==> config.mk <==
export PLATFORM = sky130hd
export DESIGN_NAME = issue_stage_reg_flat
export DESIGN_NICKNAME = d
export VERILOG_FILES = /design/src/rtl/issue_stage_reg_pkg.sv /design/src/rtl/issue_stage_reg_if.sv /design/src/rtl/issue_stage_reg_entry.sv /design/src/rtl/issue_stage_reg.sv /design/src/flat_wrapper.sv
export SDC_FILE = /design/constraint.sdc
export NUM_CORES = 1
export LEC_CHECK = 0
export CORE_ASPECT_RATIO = 2
export CORE_MARGIN = 8
export CORE_UTILIZATION = 30
export CTS_CLUSTER_SIZE = 8
export DETAILED_ROUTE_END_ITERATION = 8
export PLACE_DENSITY = 0.56
export SYNTH_ARGS = -nofsm -noshare
export SYNTH_HDL_FRONTEND = slang
export SYNTH_HIERARCHICAL = 1
export SYNTH_SLANG_ARGS = --single-unit
==> constraint.sdc <==
create_clock -name clock_in -period 3.8 [get_ports clock_in]
set_input_delay 0.95 -clock clock_in [delete_from_list [all_inputs] [get_ports clock_in]]
set_output_delay 0.95 -clock clock_in [all_outputs]
set_load 0.1 [all_outputs]
==> src/rtl/issue_stage_reg_pkg.sv <==
// issue_stage_reg_pkg: shared core widths, x0 address and issue-stage helper types.
package issue_stage_reg_pkg;
  localparam int CORE_XLEN = 32;
  localparam int CTRL_W = 8;
  localparam int REG_ADDR_W = 5;
  typedef logic [CTRL_W-1:0] ctrl_t;
  typedef logic [REG_ADDR_W-1:0] reg_addr_t;
  localparam reg_addr_t X0_ADDR = '0;
  // A destination only counts for forwarding when it really will be written.
  function automatic reg_addr_t fwd_dest(input logic valid, input logic wen, input reg_addr_t rd);
    return (valid && wen) ? rd : X0_ADDR;
  endfunction
endpackage

==> src/rtl/issue_stage_reg_if.sv <==
// issue_stage_reg_if: ID-side capture bus and IS-side issue bus of the issue stage.
interface issue_stage_reg_if
  import issue_stage_reg_pkg::*;
#(
  parameter int XLEN = CORE_XLEN
);
  logic id_valid_in;
  logic id_ready_out;
  logic [XLEN-1:0] id_pc_in;
  logic [XLEN-1:0] id_imm_in;
  logic [XLEN-1:0] id_ra_data_in;
  logic [XLEN-1:0] id_rb_data_in;
  reg_addr_t id_rd_addr_in;
  logic id_rd_wen_in;
  ctrl_t id_ctrl_in;
  logic [1:0] fwd_sel_in;
  logic [XLEN-1:0] fwd_data_in;
  logic flush_in;
  logic is_valid_out;
  logic is_ready_in;
  logic [XLEN-1:0] is_pc_out;
  logic [XLEN-1:0] is_imm_out;
  logic [XLEN-1:0] is_ra_out;
  logic [XLEN-1:0] is_rb_out;
  ctrl_t is_ctrl_out;
  logic is_rd_wen_out;
  reg_addr_t is_rd_addr_out;
  modport master (
    input id_valid_in, id_pc_in, id_imm_in, id_ra_data_in, id_rb_data_in,
    input id_rd_addr_in, id_rd_wen_in, id_ctrl_in, fwd_sel_in, fwd_data_in,
    input flush_in, is_ready_in,
    output id_ready_out, is_valid_out, is_pc_out, is_imm_out, is_ra_out,
    output is_rb_out, is_ctrl_out, is_rd_wen_out, is_rd_addr_out
  );
  modport slave (
    output id_valid_in, id_pc_in, id_imm_in, id_ra_data_in, id_rb_data_in,
    output id_rd_addr_in, id_rd_wen_in, id_ctrl_in, fwd_sel_in, fwd_data_in,
    output flush_in, is_ready_in,
    input id_ready_out, is_valid_out, is_pc_out, is_imm_out, is_ra_out,
    input is_rb_out, is_ctrl_out, is_rd_wen_out, is_rd_addr_out
  );
endinterface

==> src/rtl/issue_stage_reg_entry.sv <==
// is_entry_reg: one payload register with load enable, cleared by async reset.
module is_entry_reg
  import issue_stage_reg_pkg::*;
#(
  parameter int W = CORE_XLEN
) (
  input  logic         clk,
  input  logic         rst_n,
  input  logic         load,
  input  logic [W-1:0] d,
  output logic [W-1:0] q
);
  logic [W-1:0] data_q, data_d;
  always_comb data_d = load ? d : data_q;
  always_ff @(posedge clk or negedge rst_n)
    if (!rst_n) data_q <= '0;
    else data_q <= data_d;
  assign q = data_q;
endmodule

==> src/rtl/issue_stage_reg.sv <==
// issue_stage_reg: two-entry (main + skid) issue register with capture-time operand forwarding.
module issue_stage_reg
  import issue_stage_reg_pkg::*;
#(
  parameter int XLEN = CORE_XLEN
) (
  input logic clock_in,
  input logic reset_in,
  issue_stage_reg_if.master bus
);
  typedef struct packed {
    logic [XLEN-1:0] pc;
    logic [XLEN-1:0] imm;
    logic [XLEN-1:0] ra;
    logic [XLEN-1:0] rb;
    ctrl_t ctrl;
    reg_addr_t rd;
    logic wen;
  } entry_t;
  entry_t cap, main_d, main_q, skid_q;
  logic main_valid_q, main_valid_d, skid_valid_q, skid_valid_d;
  logic id_fire, drain, main_load, skid_load;
  always_comb begin
    id_fire = bus.id_valid_in && !skid_valid_q;
    drain = main_valid_q && bus.is_ready_in;
    cap.pc = bus.id_pc_in;
    cap.imm = bus.id_imm_in;
    cap.ra = bus.fwd_sel_in[0] ? bus.fwd_data_in : bus.id_ra_data_in;
    cap.rb = bus.fwd_sel_in[1] ? bus.fwd_data_in : bus.id_rb_data_in;
    cap.ctrl = bus.id_ctrl_in;
    cap.rd = bus.id_rd_addr_in;
    cap.wen = bus.id_rd_wen_in;
    main_load = !bus.flush_in && (skid_valid_q ? drain : id_fire && (!main_valid_q || bus.is_ready_in));
    skid_load = !bus.flush_in && !skid_valid_q && main_valid_q && !bus.is_ready_in && id_fire;
    main_d = skid_valid_q ? skid_q : cap;
    main_valid_d = !bus.flush_in && (skid_valid_q || id_fire || (main_valid_q && !bus.is_ready_in));
    skid_valid_d = !bus.flush_in && (skid_valid_q ? !drain : skid_load);
  end
  always_ff @(posedge clock_in or negedge reset_in)
    if (!reset_in) begin
      main_valid_q <= 1'b0;
      skid_valid_q <= 1'b0;
    end else begin
      main_valid_q <= main_valid_d;
      skid_valid_q <= skid_valid_d;
    end
  is_entry_reg #(.W($bits(entry_t))) u_main (
    .clk(clock_in), .rst_n(reset_in), .load(main_load), .d(main_d), .q(main_q)
  );
  is_entry_reg #(.W($bits(entry_t))) u_skid (
    .clk(clock_in), .rst_n(reset_in), .load(skid_load), .d(cap), .q(skid_q)
  );
  assign bus.id_ready_out = !skid_valid_q;
  assign bus.is_valid_out = main_valid_q;
  assign bus.is_pc_out = main_q.pc;
  assign bus.is_imm_out = main_q.imm;
  assign bus.is_ra_out = main_q.ra;
  assign bus.is_rb_out = main_q.rb;
  assign bus.is_ctrl_out = main_q.ctrl;
  assign bus.is_rd_wen_out = main_valid_q && main_q.wen;
  assign bus.is_rd_addr_out = fwd_dest(main_valid_q, main_q.wen, main_q.rd);
endmodule
==> src/flat_wrapper.sv <==
// flat-port wrapper written by rule: the top's interface ports become plain ports
module issue_stage_reg_flat import issue_stage_reg_pkg::*;
#(
  parameter int XLEN = CORE_XLEN
)
  (clock_in, reset_in, bus_id_valid_in, bus_id_pc_in, bus_id_imm_in, bus_id_ra_data_in, bus_id_rb_data_in, bus_id_rd_addr_in, bus_id_rd_wen_in, bus_id_ctrl_in, bus_fwd_sel_in, bus_fwd_data_in, bus_flush_in, bus_is_ready_in, bus_id_ready_out, bus_is_valid_out, bus_is_pc_out, bus_is_imm_out, bus_is_ra_out, bus_is_rb_out, bus_is_ctrl_out, bus_is_rd_wen_out, bus_is_rd_addr_out);
  issue_stage_reg_if #(.XLEN(XLEN)) bus_i ();
  input logic clock_in;
  input logic reset_in;
  input wire logic [$bits(bus_i.id_valid_in)-1:0] bus_id_valid_in;
  input wire logic [$bits(bus_i.id_pc_in)-1:0] bus_id_pc_in;
  input wire logic [$bits(bus_i.id_imm_in)-1:0] bus_id_imm_in;
  input wire logic [$bits(bus_i.id_ra_data_in)-1:0] bus_id_ra_data_in;
  input wire logic [$bits(bus_i.id_rb_data_in)-1:0] bus_id_rb_data_in;
  input wire logic [$bits(bus_i.id_rd_addr_in)-1:0] bus_id_rd_addr_in;
  input wire logic [$bits(bus_i.id_rd_wen_in)-1:0] bus_id_rd_wen_in;
  input wire logic [$bits(bus_i.id_ctrl_in)-1:0] bus_id_ctrl_in;
  input wire logic [$bits(bus_i.fwd_sel_in)-1:0] bus_fwd_sel_in;
  input wire logic [$bits(bus_i.fwd_data_in)-1:0] bus_fwd_data_in;
  input wire logic [$bits(bus_i.flush_in)-1:0] bus_flush_in;
  input wire logic [$bits(bus_i.is_ready_in)-1:0] bus_is_ready_in;
  output wire logic [$bits(bus_i.id_ready_out)-1:0] bus_id_ready_out;
  output wire logic [$bits(bus_i.is_valid_out)-1:0] bus_is_valid_out;
  output wire logic [$bits(bus_i.is_pc_out)-1:0] bus_is_pc_out;
  output wire logic [$bits(bus_i.is_imm_out)-1:0] bus_is_imm_out;
  output wire logic [$bits(bus_i.is_ra_out)-1:0] bus_is_ra_out;
  output wire logic [$bits(bus_i.is_rb_out)-1:0] bus_is_rb_out;
  output wire logic [$bits(bus_i.is_ctrl_out)-1:0] bus_is_ctrl_out;
  output wire logic [$bits(bus_i.is_rd_wen_out)-1:0] bus_is_rd_wen_out;
  output wire logic [$bits(bus_i.is_rd_addr_out)-1:0] bus_is_rd_addr_out;
  assign bus_i.id_valid_in = bus_id_valid_in;
  assign bus_i.id_pc_in = bus_id_pc_in;
  assign bus_i.id_imm_in = bus_id_imm_in;
  assign bus_i.id_ra_data_in = bus_id_ra_data_in;
  assign bus_i.id_rb_data_in = bus_id_rb_data_in;
  assign bus_i.id_rd_addr_in = bus_id_rd_addr_in;
  assign bus_i.id_rd_wen_in = bus_id_rd_wen_in;
  assign bus_i.id_ctrl_in = bus_id_ctrl_in;
  assign bus_i.fwd_sel_in = bus_fwd_sel_in;
  assign bus_i.fwd_data_in = bus_fwd_data_in;
  assign bus_i.flush_in = bus_flush_in;
  assign bus_i.is_ready_in = bus_is_ready_in;
  assign bus_id_ready_out = bus_i.id_ready_out;
  assign bus_is_valid_out = bus_i.is_valid_out;
  assign bus_is_pc_out = bus_i.is_pc_out;
  assign bus_is_imm_out = bus_i.is_imm_out;
  assign bus_is_ra_out = bus_i.is_ra_out;
  assign bus_is_rb_out = bus_i.is_rb_out;
  assign bus_is_ctrl_out = bus_i.is_ctrl_out;
  assign bus_is_rd_wen_out = bus_i.is_rd_wen_out;
  assign bus_is_rd_addr_out = bus_i.is_rd_addr_out;
  issue_stage_reg #(.XLEN(XLEN)) u_core (.clock_in(clock_in), .reset_in(reset_in), .bus(bus_i));
endmodule
==> results_tabular.tex, run 1 <==
\begin{tabular}{lr}
\hline
Metric & Value \\
\hline
\multicolumn{2}{l}{\textbf{STA}} \\
Tmin final & 3.08 ns \\
Setup Skew & 0.0127 ns \\
Unrepaired setup endpoints after global routing & no \\
Number of slew-limit violations in the final report & 0 \\
Worst slew pin tran & 1.03 ns \\
Number of setup violations in the final report & 0 \\
Number of failing hold endpoints at the final stage & 0 \\
Relative slew slack & 31.4\% \\
Final Cycle Share & 80.9\% \\
Setup TNS Final & 0 ns \\
Maximum clock frequency & 0.325 GHz \\
Crit path setup slack, layout & 0.725 ns \\
\multicolumn{2}{l}{\textbf{Setup path}} \\
Crit-path cells & clkdlybuf4s50\_1 \\
Bufs and invs on worst path & 1 \\
Top cell family by delay on the critical path & buffers and inverters \\
Worst setup SP type & register \\
Slowest cell on the critical path & sky130\_fd\_sc\_hd\_\_clkdlybuf4s50\_1 \\
Arrival time at the worst endpoint & 2.13 ns \\
Endpoint type of the worst setup path & output pin \\
WS Path Type & reg -> out \\
Largest incremental delay on the critical path & 1.18 ns \\
Biggest fanout along the worst timing path & 2 \\
Data required time at the worst endpoint & 2.85 ns \\
\multicolumn{2}{l}{\textbf{Detailed routing}} \\
Ratio of routed vias to standard cells & 4.51 \\
Post-DR wirelength/cell & 21.7 um \\
Number of violations reported at the end of detailed-routing iteration 0 & 292 \\
Number of remaining DRC errors & 0 \\
Total wire length after detailed routing & 39500 um \\
Routed vias & 8219 \\
Remaining number of nets flagged by the antenna check after routing & 0 \\
First-pass iteration count of the detailed router & 4 \\
\multicolumn{2}{l}{\textbf{Clock network}} \\
Root buffer cell & sky130\_fd\_sc\_hd\_\_clkbuf\_16 \\
Clock Tree Buf Depth & 3 \\
Deepest level of the CTS H-tree & 2 \\
Post-CTS Resized & 0 \\
Post-CTS Setup Bufs & 0 \\
Cts bufs inserted & 41 \\
Sinks on the clock net & 286 \\
Clock transition at the registers of the reported paths & 0.05 ns \\
Number of buffers added to fix hold violations after cts & 0 \\
TritonCTS clock tree & yes \\
Clock latency on the worst-skew pair & 0.53 ns \\
\multicolumn{2}{l}{\textbf{Die}} \\
Starting utilization of the core area & 30.3\% \\
Horizontal die dimension & 171 um \\
Die area & 0.0555 mm2 \\
Chip Height & 325 um \\
Count of standard-cell rows & 113 \\
I/O pin total & 325 \\
Core Footprint & 0.0474 mm2 \\
\multicolumn{2}{l}{\textbf{Power}} \\
Leakage power & 8.55 nW \\
Power density over cell area & 687 mW/mm2 \\
Worst-case vdd ir drop & 397 uV \\
\multicolumn{2}{l}{\textbf{Final layout}} \\
Post-route standard cell area excluding fillers & 0.0193 mm2 \\
Fraction of layout cells with a size suffix above 1 & 51.4\% \\
Syn-to-layout area delta & 34.4\% \\
Post-layout nets & 1366 \\
Fill cell count & 4394 \\
Count of non-filler cells in the finished layout & 1822 \\
\multicolumn{2}{l}{\textbf{Logic synthesis}} \\
Sequential element share of the synthesized area & 49.9\% \\
Count of flip-flops with a built-in enable after synthesis & 0 \\
FF+latch count, synth & 286 \\
Number of distinct standard cells referenced by the synthesized netlist & 16 \\
Number of cells produced by synthesis & 847 \\
Total nets after synthesis & 1028 \\
Cell area after synthesis & 0.0143 mm2 \\
Share of flip-flops with an asynchronous set or reset after synthesis & 100\% \\
Count of synthesis-stage warnings from yosys & 6 \\
Most frequently used flop master after synthesis & sky130\_fd\_sc\_hd\_\_dfrtp\_1 \\
Average size of a mapped cell & 16.9 um2 \\
\multicolumn{2}{l}{\textbf{Global routing}} \\
Pin count of the biggest net entering global routing & 85 \\
Global-route met3 utilization & 3.24\% \\
Via count of the first global-routing pass & 9531 \\
GR Layer Usage met2 & 25.6\% \\
Overflow left after global routing & 0 \\
Met1 global-route usage & 15.7\% \\
Wire length of the first global-routing pass & 60500 um \\
Number of antenna violations at the first check in global routing & 4 \\
Combined global-route utilization of all metal layers & 14.3\% \\
Top Usage Layer GRT & met2 \\
\multicolumn{2}{l}{\textbf{Placement}} \\
Worst setup slack before clock tree synthesis & 0.627 ns \\
Final HPWL from detailed placement & 28000 um \\
Post-Place Cell Area & 0.0182 mm2 \\
Count of port buffers added during placement & 324 \\
Total placed cells including tap cells & 1774 \\
Last weighted congestion value of the routability-driven placer & 0.722 \\
\multicolumn{2}{l}{\textbf{Outcome}} \\
Result of the run & completed \\
\multicolumn{2}{l}{\textbf{Flow run}} \\
Maximum Capacitance Violations & 0 \\
\multicolumn{2}{l}{\textbf{Hold path}} \\
Min-Delay Path Class & in -> async \\
\hline
\end{tabular}
## area by class of cell
type                            count  area (um2)  area share [%]
Antenna cell                        1        2.50          0.0130
Clock buffer                       46        1090            5.64
Clock inverter                      1        8.76          0.0455
Inverter                            1        6.26          0.0325
Multi-Input combinational cell    504        6680            34.7
Sequential cell                   286        7160            37.2
Tap cell                          632         791            4.10
Timing Repair Buffer              351        3530            18.3
## metrics by stage
stage               utilization (%)  hold WS, ns  total power [W]
finish                         40.7        0.424           0.0132
global route                   40.7        0.460           0.0138
CTS                            40.7        0.436           0.0135
detailed placement             38.4        0.489           0.0101
global placement               38.4        0.484           0.0100
floorplan                         -        0.472          0.00856
## cell usage after synthesis, types with 2 or more instances
library cell | instances | share of area, %
sky130_fd_sc_hd__dfrtp_1 | 286 | 50
sky130_fd_sc_hd__mux2_4 | 280 | 29
sky130_fd_sc_hd__buf_4 | 5 | 0.26
sky130_fd_sc_hd__buf_2 | 23 | 0.80
sky130_fd_sc_hd__a21oi_1 | 2 | 0.070
sky130_fd_sc_hd__nand2b_1 | 2 | 0.087
sky130_fd_sc_hd__buf_12 | 6 | 0.84
sky130_fd_sc_hd__mux2_2 | 210 | 16
sky130_fd_sc_hd__and3_1 | 5 | 0.22
sky130_fd_sc_hd__buf_6 | 22 | 1.7
## logic make-up (layout without fill, tap and decap cells)
family                 Yosys count  after routing  synth area share (%)
muxes                          490            490                  45.8
DFF                            286            286                  49.9
buffers and inverters           57            399                  3.66
and+or+nand+nor                 11             11                 0.506
AOI/OAI and AO/OA                3              3                 0.122
other                            0              1                     0
## sequential cells by signal, summed over array words and instances, names as in the netlist
name and flops:
u_core/bus.is_valid_out 1, u_core/skid_valid_q 1, u_core/u_main/q 142, u_core/u_skid/q 142
## layer usage
| metal | part of all wire [%] | wire length (um) | up-vias |
|---|---|---|---|
| li1 | - | - | 3709 |
| met1 | 38 | 14900 | 4182 |
| met2 | 52 | 20700 | 254 |
| met3 | 6.0 | 2380 | 70 |
| met4 | 3.8 | 1490 | 4 |
| met5 | 0.058 | 23 | - |
## worst paths after layout
kind	slack [ns]	from	cells past startpoint	end
worst max register to register	1.45	u_core/bus.is_valid_out$_DFF_PN0_	5	u_core/u_skid/q[3]$_DFFE_PN0P_
worst max-delay path	0.72	u_core/u_main/q[91]$_DFFE_PN0P_	1	bus_is_imm_out[13]
worst min-delay path	0.42	reset_in	1	u_core/u_main/q[41]$_DFFE_PN0P_
min in group clock_in	0.50	u_core/u_skid/q[11]$_DFFE_PN0P_	1	u_core/u_skid/q[11]$_DFFE_PN0P_
max in group asynchronous	2.49	reset_in	2	u_core/u_main/q[0]$_DFFE_PN0P_
worst min register to register	0.50	u_core/u_skid/q[11]$_DFFE_PN0P_	1	u_core/u_skid/q[11]$_DFFE_PN0P_
## power breakdown
part	leakage [nW]	switching, W	internal (W)
Clock	0.538	0.00127	0.00198
Combinational	4.56	0.00367	0.00194
Sequential	3.45	0.000478	0.00388
Total	8.55	0.00543	0.00780
## cells in the final DEF, fill, tap and decap left out
cell                              count
sky130_fd_sc_hd__nor4b_2              1
sky130_fd_sc_hd__nor2_1               1
sky130_fd_sc_hd__diode_2              1
sky130_fd_sc_hd__buf_8                1
sky130_fd_sc_hd__nand2b_1             2
sky130_fd_sc_hd__a211oi_1             1
sky130_fd_sc_hd__a21oi_1              2
sky130_fd_sc_hd__clkbuf_1             3
sky130_fd_sc_hd__mux2_4             280
sky130_fd_sc_hd__mux2_2             210
sky130_fd_sc_hd__clkbuf_16           43
sky130_fd_sc_hd__buf_12              16
sky130_fd_sc_hd__and3_1               5
sky130_fd_sc_hd__dfrtp_1            285
sky130_fd_sc_hd__buf_4               54
sky130_fd_sc_hd__clkdlybuf4s50_1    278
sky130_fd_sc_hd__nor4bb_4             1
sky130_fd_sc_hd__buf_2                2
sky130_fd_sc_hd__dfrtp_4              1
sky130_fd_sc_hd__inv_4                1
sky130_fd_sc_hd__and2_1               1
sky130_fd_sc_hd__inv_6                1
Note: power is estimated with default switching activity, not from simulation.
==> run 2, diff against run 1 <==
- PLACE_DENSITY: 0.56 -> 0.58
- clock period: 3.8 -> 2.6 ns (I/O delays scaled with it)
==> run 2 against run 1 <==
Cell area rose by 0.44%. Largest power group unchanged. Sequential share of layout area down 0.16 points. Wire length fell by 1.2%. Clock-buffer cell count shrank 2. Critical path type unchanged. Critical endpoint is now bus_is_rd_addr_out[0].
==> results_tabular.tex, run 2 (synthesis results as in run 1) <==
\begin{tabular}{lr}
\hline
Metric & Value \\
\hline
\multicolumn{2}{l}{\textbf{STA}} \\
Relative slew slack & 45.4\% (+14 points) \\
Final Cycle Share & 88.6\% \\
Number of failing hold endpoints at the final stage & 0 (unchanged) \\
Worst slew pin tran & 0.819 ns (-0.206 ns) \\
Setup Skew & 0.0201 ns (+0.00736 ns) \\
Number of setup violations in the final report & 0 (unchanged) \\
Number of slew-limit violations in the final report & 0 (unchanged) \\
Tmin final & 2.30 ns \\
Unrepaired setup endpoints after global routing & no \\
Maximum clock frequency & 0.434 GHz \\
\multicolumn{2}{l}{\textbf{Outcome}} \\
Result of the run & completed \\
\multicolumn{2}{l}{\textbf{Power}} \\
Net Sw Power & 0.00798 W (+47\%) \\
Switching share of power & 41.6\% (+0.57 points) \\
Power density over cell area & 991 mW/mm2 (+44\%) \\
Leakage power & 8.81 nW (+3.0\%) \\
Worst-case vdd ir drop & 602 uV (+52\%) \\
Total power after layout & 0.0192 W (+45\%) \\
Combinational power share & 42.2\% (-0.3 points) \\
Part of the power in the clock network & 24.4\% (-0.2 points) \\
Portion of total power attributed to sequential cells & 33.4\% (+0.5 points) \\
Design internal power & 0.0112 W (+44\%) \\
\multicolumn{2}{l}{\textbf{Clock network}} \\
Cts bufs inserted & 41 (unchanged) \\
Clock latency on the worst-skew pair & 0.53 ns (about the same) \\
Clock Tree Buf Depth & 3 (unchanged) \\
Deepest level of the CTS H-tree & 2 (unchanged) \\
Root buffer cell & sky130\_fd\_sc\_hd\_\_clkbuf\_16 \\
TritonCTS clock tree & yes \\
Number of buffers added to fix hold violations after cts & 0 (unchanged) \\
Sinks on the clock net & 286 (unchanged) \\
Clock transition at the registers of the reported paths & 0.05 ns (about the same) \\
Post-CTS Setup Bufs & 0 (unchanged) \\
Post-CTS Resized & 0 (unchanged) \\
\multicolumn{2}{l}{\textbf{Detailed routing}} \\
Ratio of routed vias to standard cells & 4.50 (-0.23\%) \\
Total wire length after detailed routing & 39100 um (-1.2\%) \\
First-pass iteration count of the detailed router & 4 (unchanged) \\
Post-DR wirelength/cell & 21.2 um (-2.4\%) \\
Remaining number of nets flagged by the antenna check after routing & 0 (unchanged) \\
Number of remaining DRC errors & 0 (unchanged) \\
Number of violations reported at the end of detailed-routing iteration 0 & 301 (+3.1\%) \\
Routed vias & 8304 (+1.0\%) \\
\multicolumn{2}{l}{\textbf{Placement}} \\
Count of port buffers added during placement & 324 (unchanged) \\
Last weighted congestion value of the routability-driven placer & 0.752 (+4.2\%) \\
Total placed cells including tap cells & 1796 (+1.2\%) \\
Final HPWL from detailed placement & 28700 um (+2.5\%) \\
\multicolumn{2}{l}{\textbf{Global routing}} \\
Met1 global-route usage & 14.5\% (-1.2 points) \\
Wire length of the first global-routing pass & 59700 um (-1.3\%) \\
Via count of the first global-routing pass & 9657 (+1.3\%) \\
Global-route met3 utilization & 2.73\% (-0.51 points) \\
Top Usage Layer GRT & met2 \\
Combined global-route utilization of all metal layers & 14.0\% (-0.25 points) \\
Overflow left after global routing & 0 (unchanged) \\
GR Layer Usage met2 & 26.3\% (+0.69 points) \\
Pin count of the biggest net entering global routing & 62 (-27\%) \\
Number of antenna violations at the first check in global routing & 2 (-2) \\
\multicolumn{2}{l}{\textbf{Setup path}} \\
Largest incremental delay on the critical path & 0.63 ns (-0.55 ns) \\
Top cell family by delay on the critical path & flip-flops \\
Timing startpoint of the critical path & u\_core/bus.is\_valid\_out\$\_DFF\_PN0\_ \\
Slowest cell on the critical path & sky130\_fd\_sc\_hd\_\_dfrtp\_1 \\
Bufs and invs on worst path & 1 (unchanged) \\
Worst setup SP type & register \\
Data required time at the worst endpoint & 1.95 ns (-0.90 ns) \\
Endpoint type of the worst setup path & output pin \\
Arrival time at the worst endpoint & 1.65 ns (-0.48 ns) \\
WS Path Type & reg -> out \\
Crit-path cells & and3\_1, buf\_12 \\
Biggest fanout along the worst timing path & 11 (+9) \\
Start of the worst register-to-register path & u\_core/bus.is\_valid\_out\$\_DFF\_PN0\_ \\
\multicolumn{2}{l}{\textbf{Final layout}} \\
Syn-to-layout area delta & 35.0\% \\
Leading cell types in the layout, fill and taps excluded & 285 x sky130\_fd\_sc\_hd\_\_dfrtp\_1, 280 x sky130\_fd\_sc\_hd\_\_mux2\_4, 210 x sky130\_fd\_sc\_hd\_\_mux2\_2 \\
Most frequent standard cell in the layout excluding fill and tap cells & sky130\_fd\_sc\_hd\_\_dfrtp\_1 \\
Fraction of layout cells with a size suffix above 1 & 60.6\% (+9.2 points) \\
Post-layout nets & 1388 (+1.6\%) \\
Count of non-filler cells in the finished layout & 1845 (+1.3\%) \\
\multicolumn{2}{l}{\textbf{Die}} \\
Core Footprint & 0.0474 mm2 (unchanged) \\
Horizontal die dimension & 171 um (unchanged) \\
I/O pin total & 325 (unchanged) \\
Starting utilization of the core area & 30.3\% (unchanged) \\
Count of standard-cell rows & 113 (unchanged) \\
Chip Height & 325 um (unchanged) \\
Die area & 0.0555 mm2 (unchanged) \\
\multicolumn{2}{l}{\textbf{Hold path}} \\
Min-Delay Path Class & in -> async \\
\multicolumn{2}{l}{\textbf{Flow run}} \\
Maximum Capacitance Violations & 0 (unchanged) \\
\hline
\end{tabular}
[run 2: changes by cell type in the layout (fill, tap and decap cells not counted), sizes merged]
cell,previous run,this run
clkinv,0,2
diode,1,2
clkbuf,46,44
clkdlybuf4s50,278,177
buf,73,196
[run 2: final timing paths]
path	endpoint	slack (ns)	cells past startpoint
setup / recovery	bus_is_rd_addr_out[0]	0.30	2
hold / removal	u_core/u_main/q[40]$_DFFE_PN0P_	0.08	1
setup reg to reg	u_core/u_main/q[5]$_DFFE_PN0P_	0.46	5
hold reg to reg	u_core/u_skid/q[117]$_DFFE_PN0P_	0.50	1
max in group asynchronous	u_core/u_skid/q[132]$_DFFE_PN0P_	1.81	2
min in group clock_in	u_core/u_skid/q[117]$_DFFE_PN0P_	0.50	1
[run 2: power groups by stage]
stage	Sequential (W)	Clock [W]	Combinational [W]
global route	0.00655	0.00506	0.00838
finish	0.00640	0.00469	0.00810
global placement	0.00643	0	0.00810
floorplan	0.0102	0	0.00226
CTS	0.00642	0.00491	0.00820
detailed placement	0.00646	0	0.00818
[run 2: final cells by class]
class                      instances  area (um2)
fill                            4432       28000
tap                              632         791
multi-input combinational        504        6680
antenna                            2        5.00
clock inverter                     3        41.3
inverter                           1        6.26
clock buffer                      44        1040
sequential                       286        7160
timing repair buffer             373        3630
[run 2: per-stage QoR]
step           utilization (%)  setup slack [ns]  cell area [um2]  hold slack [ns]  TNS, ns
6_report                  40.9             0.295            19400           0.0766        0
2_1_floorplan                -            0.0241            14300            0.354        0
3_5_place_dp              38.6            -0.122            18300            0.487    -9.49
4_1_cts                   40.9             0.258            19300           0.0711        0
5_1_grt                   40.9             0.218            19400           0.0946        0
3_3_place_gp              38.6            -0.126            18300            0.482   -11.42
[run 2: routing by layer]
metal,share of wire [%],up-vias
met2,55,248
met5,0,-
met3,5.4,67
li1,-,3752
met4,4.0,0
met1,36,4237
==> run 3, diff against run 2 <==
- SKIP_LAST_GASP: not set -> 1
==> results of run 3 <==
Same layout as run 2: the final DEF is identical, and so are final timing and power.
